### src/rtl/counter_pkg.sv
// Shared types and arithmetic for the up/down counter family.
package counter_pkg;

  localparam int unsigned CNT_MAX_W = 32;

  typedef enum logic [1:0] {
    CNT_IDLE,
    CNT_RUN,
    CNT_EXPIRED
  } cnt_state_e;

  // Returns {borrow, next_count}: for any counter width W <= CNT_MAX_W, bit W of
  // the zero-extended difference is the borrow and bits [W-1:0] the wrapped count.
  function automatic logic [CNT_MAX_W:0] cnt_dec(
    input logic [CNT_MAX_W-1:0] count,
    input logic [CNT_MAX_W-1:0] step
  );
    return {1'b0, count} - {1'b0, step};
  endfunction

endpackage

### src/rtl/sticky_flag.sv
// Set-dominant sticky flag with synchronous active-high reset.
module sticky_flag (
  input  logic i_clk,
  input  logic i_rst,
  input  logic i_set,
  input  logic i_clr,
  output logic o_flag
);

  logic r_flag;

  always_ff @(posedge i_clk) begin
    if (i_rst)      r_flag <= 1'b0;
    else if (i_set) r_flag <= 1'b1;
    else if (i_clr) r_flag <= 1'b0;
  end

  assign o_flag = r_flag;

endmodule

### src/rtl/down_counter_underflow.sv
// Loadable down-counter with sticky underflow, terminal-count pulse and
// optional auto-reload, controlled by an IDLE/RUN/EXPIRED state machine.
module down_counter_underflow
  import counter_pkg::*;
#(
  parameter int unsigned WIDTH       = 4,
  parameter int unsigned STEP        = 1,
  parameter bit          AUTO_RELOAD = 1'b0
) (
  input  logic             clk,
  input  logic             reset,
  input  logic             load,
  input  logic [WIDTH-1:0] load_value,
  input  logic             enable,
  input  logic             clear_underflow,
  output logic [WIDTH-1:0] counter_out,
  output logic             underflow_out,
  output logic             tc_pulse,
  output logic             busy_out
);

  cnt_state_e       r_state;
  cnt_state_e       w_state_nxt;
  logic [WIDTH-1:0] r_count;
  logic [WIDTH-1:0] r_reload;
  logic [WIDTH-1:0] w_count_nxt;
  logic [WIDTH:0]   w_dec;
  logic             r_tc;
  logic             r_busy;
  logic             w_borrow;

  always_comb begin
    w_state_nxt = r_state;
    w_count_nxt = r_count;
    w_borrow    = 1'b0;
    w_dec       = (WIDTH+1)'(cnt_dec(CNT_MAX_W'(r_count), CNT_MAX_W'(STEP)));
    if (load) begin
      w_count_nxt = load_value;
      w_state_nxt = CNT_IDLE;
    end else begin
      case (r_state)
        CNT_IDLE, CNT_RUN: begin
          if (enable) begin
            w_borrow    = w_dec[WIDTH];
            w_count_nxt = w_dec[WIDTH-1:0];
            w_state_nxt = CNT_RUN;
            if (w_dec[WIDTH]) begin
              if (AUTO_RELOAD) w_count_nxt = r_reload;
              else             w_state_nxt = CNT_EXPIRED;
            end
          end
        end
        CNT_EXPIRED: w_state_nxt = CNT_EXPIRED;
        default:     w_state_nxt = CNT_IDLE;
      endcase
    end
  end

  always_ff @(posedge clk) begin
    if (reset) begin
      r_state  <= CNT_IDLE;
      r_count  <= '1;
      r_reload <= '1;
      r_tc     <= 1'b0;
      r_busy   <= 1'b0;
    end else begin
      r_state <= w_state_nxt;
      r_count <= w_count_nxt;
      if (load) r_reload <= load_value;
      r_tc    <= w_borrow;
      r_busy  <= (w_state_nxt == CNT_RUN);
    end
  end

  // A load never borrows, so it can share the clear path with clear_underflow.
  sticky_flag u_underflow (
    .i_clk  (clk),
    .i_rst  (reset),
    .i_set  (w_borrow),
    .i_clr  (clear_underflow | load),
    .o_flag (underflow_out)
  );

  assign counter_out = r_count;
  assign tc_pulse    = r_tc;
  assign busy_out    = r_busy;

endmodule

### config.mk
export PLATFORM = sky130hd
export DESIGN_NAME = down_counter_underflow
export DESIGN_NICKNAME = d
export VERILOG_FILES = /design/src/rtl/counter_pkg.sv /design/src/rtl/sticky_flag.sv /design/src/rtl/down_counter_underflow.sv
export SDC_FILE = /design/constraint.sdc
export NUM_CORES = 1
export LEC_CHECK = 0
export ABC_AREA = 1
export BUFFER_PORTS_ARGS = -buffer_cell sky130_fd_sc_hd__buf_2
export CAP_MARGIN = 20
export CORE_MARGIN = 2
export CORE_UTILIZATION = 32
export CTS_BUF_LIST = sky130_fd_sc_hd__clkbuf_8 sky130_fd_sc_hd__clkbuf_16
export DETAILED_ROUTE_END_ITERATION = 6
export GPL_TIMING_DRIVEN = 0
export HOLD_SLACK_MARGIN = 0.05
export SYNTH_ARGS = -nofsm -noshare
export SYNTH_HDL_FRONTEND = slang
export SYNTH_SLANG_ARGS = --single-unit
export TNS_END_PERCENT = 30
### constraint.sdc
create_clock -name clk -period 1.3 [get_ports clk]
set_input_delay 0.13 -clock clk [delete_from_list [all_inputs] [get_ports clk]]
set_output_delay 0.13 -clock clk [all_outputs]
set_load 0.01 [all_outputs]
==> results.sh <==
export IMPL_cellLeakagePower_nw=0.315
export IMPL_m1WireLength_um=441
export IMPL_rr_startpoint="counter_out[0]$_SDFFE_PP1P_"
export IMPL_synth_sequential_area_ratio_pct=39.2
export IMPL_post_synth_instance_area_um2=459
export IMPL_floorplan_die_width_um=41.9
export IMPL_min_from="load_value[2]"
export IMPL_worst_slew_margin_rel_pct=85.2
export IMPL_floorplan_core_area_mm2=0.00132
export IMPL_wl_per_cell_um=9.41
export IMPL_dr_total_vias=443
export IMPL_critPathLaunch="counter_out[0]$_SDFFE_PP1P_"
export IMPL_globalRouteTotalUtil_pct=11.3
export IMPL_ys_warn_count=0
export IMPL_post_synth_most_frequent_cells="nand2_1 (17), dfxtp_1 (9), inv_1 (9), nand3_1 (6), nor2_1 (6)"
export IMPL_total_power_density_per_cell_area_mw_per_mm2=1220
export IMPL_synthesis_instances=64
export IMPL_placement_rows=13
export IMPL_grt_setup_unrepaired="false"
export IMPL_outcome="complete, no violations"
export IMPL_met3_wirelength_um=48
export IMPL_gr_total_overflow=0
export IMPL_fin_cells=97
export IMPL_routed_wirelength_um=913
export IMPL_asyncSetResetFlopFracSynth_pct=0
export IMPL_synth_seq_cells=9
export IMPL_ir_drop_worst_vdd_mv=0.594
export IMPL_timing_worst_slew_pin_value_ns=0.222
export IMPL_synthMostInstantiatedCell="nand2_1"
export IMPL_worst_setup_hold_path_clk_slew_ns=0.05
export IMPL_drc=0
export IMPL_crit_path_start_kind="register"
export IMPL_root_buffer_cell="clkbuf_8"
export IMPL_synth_enable_flop_cells=0
export IMPL_cts_tree="built"
export IMPL_syn_num_nets=74
export IMPL_max_freq_mhz=859
export IMPL_grt_max_degree=9
export IMPL_layout_min_cycle_time_ns=1.16
export IMPL_setup_total_negative_slack_ns=0
export IMPL_number_of_failing_hold_endpoints_at_the_final_stage=0
export IMPL_detailedRoute_firstPassIterationCount=4
export IMPL_number_of_global_route_vias_before_repair=387
export IMPL_drt_antenna_violating_nets=0
export IMPL_area_share_of_the_largest_cell_type_after_synthesis_pct=39.2
export IMPL_timing_final_max_slew_violations=0
export IMPL_layout_core_utilization_pct=45.2
export IMPL_post_synth_top_area_cell="dfxtp_1"
export IMPL_layout_drive_gt1_share_pct=28.0
export IMPL_met2_wirelength_um=383
export IMPL_pre_cts_ws_ns=0.136
export IMPL_nets=93
export IMPL_timing_critical_path_to_type="register"
export IMPL_max_cap_viol_count=0
export IMPL_initial_utilization_pct=34.9
export IMPL_worst_endpoint_required_ns=1.45
export IMPL_hpwlAfterDp_um=668
export IMPL_fin_area_um2=596
export IMPL_post_place_cells=93
export IMPL_antenna_diode_count=0
export IMPL_critPathKind="reg2reg"
export IMPL_die_area_mm2=0.00175
export IMPL_layout_worst_path_cycle_share_pct=89.6
export IMPL_worst_hold_path_type="in2reg"
export IMPL_ioPinCount=16
export IMPL_arrival_ns=1.32
export IMPL_worstSkewPairLatency_ns=0.24
export IMPL_postCtsSetupBuffers=0
export IMPL_die_height_um=41.9
export IMPL_fillCellCount=135
export IMPL_routed_top_layer="met4"
export IMPL_cts_buffers=3
export IMPL_routed_via_density=4.57
export IMPL_final_setup_vio_count=0
export IMPL_synth_main_ff_cell="dfxtp_1"
export IMPL_place_gp_congestion=0.752
export IMPL_syn2layout_area_growth_pct=29.7
export IMPL_grt_pass1_wl_um=1520
export IMPL_buffer_ports_inserted=14
export IMPL_largest_driver_fanout_on_the_critical_path=4
export IMPL_dominant_cells_by_area_after_synthesis="dfxtp_1 (39%), nand2_1 (14%), inv_1 (7.4%)"
export IMPL_clock_sink_count=9
export IMPL_cts_max_path_buffers=2
export IMPL_syn_area_per_cell_um2=7.17
export IMPL_first_iter_violations=5
export IMPL_cts_max_level=1
export IMPL_timing_clock_skew_ns=0.00417
export IMPL_detailed_place_area_um2=548
export IMPL_synth_cell_types=16
export IMPL_antenna_found_initial=0
export IMPL_finalWorstSetupSlack_ns=0.135
-- critical path: stages, from the launching register on --
cell and delay, ns:
dfxtp_1 0.34, inv_1 0.09, ha_1 0.22, inv_1 0.08
nor2_2 0.04, nand2_1 0.12, nor3b_1 0.19
-- per-layer routing --
layer  track usage [%]  vias to the layer above
met4              9.68                        0
li1                  -                      235
met5                 0                        -
met1              14.6                      188
met2              16.6                       15
met3              1.30                        5
-- what timing repair did --
item	in CTS	in global routing
resized for setup	0	1
hold buffers	0	0
setup endpoints to repair	0	2
-- per-stage QoR --
step | power (mW) | hold WS (ns)
2_1_floorplan | 0.371 | 0.236
3_3_place_gp | 0.406 | 0.365
6_report | 0.725 | 0.127
5_1_grt | 0.764 | 0.169
4_1_cts | 0.734 | 0.126
3_5_place_dp | 0.408 | 0.372
-- sequential cells by signal, indices dropped and copies added, names as in the netlist --
signal              count
r_state                 2
busy_out                1
counter_out             4
tc_pulse                1
u_underflow.o_flag      1
-- layout make-up --
cell class,count,area [um2],area share (%)
well taps,15,18.8,3.15
plain buffers,1,11.3,1.89
flip-flops and latches,9,180,30.3
multi-input cells,43,229,38.4
inverters,11,41.3,6.93
repair buffers,14,70.1,11.8
clock buffers,3,41.3,6.93
clock inverters,1,3.75,0.630
-- final timing paths --
path | endpoint | slack (ns) | depth (start not counted)
worst min-delay path | counter_out[2]$_SDFFE_PP1P_ | 0.13 | 3
worst max register to register | busy_out$_SDFF_PP0_ | 0.14 | 6
worst min register to register | u_underflow.o_flag$_SDFFE_PP0P_ | 0.48 | 2
worst max-delay path | busy_out$_SDFF_PP0_ | 0.14 | 6
-- power by group --
| part | internal (mW) | switching (mW) |
|---|---|---|
| clock network | 0.206 | 0.115 |
| logic | 0.0432 | 0.0565 |
| registers | 0.291 | 0.0128 |
-- placed cells by master, fill, tap and decap left out --
| cell | count |
|---|---|
| nand2_1 | 17 |
| nand3_1 | 6 |
| nor3b_1 | 2 |
| o21ai_1 | 1 |
| nor2_8 | 1 |
| inv_1 | 10 |
| nor2_1 | 5 |
| nand3b_1 | 2 |
| or2_1 | 1 |
| o21ai_0 | 1 |
| buf_2 | 14 |
| inv_2 | 2 |
| dfxtp_1 | 9 |
| nor2_2 | 1 |
| a21oi_1 | 4 |
| buf_6 | 1 |
| clkbuf_8 | 3 |
| ha_1 | 1 |
| nand2_4 | 1 |
-- cell families (layout without fill, tap and decap cells) --
logic type	Yosys count	count (layout)	synth area share [%]
simple gates	36	36	40.1
compound gates	6	6	6.54
fa+ha+maj	1	1	2.72
flops	9	9	39.2
buf+inv	12	30	11.4
No activity file was read; power rests on OpenSTA's default activity.
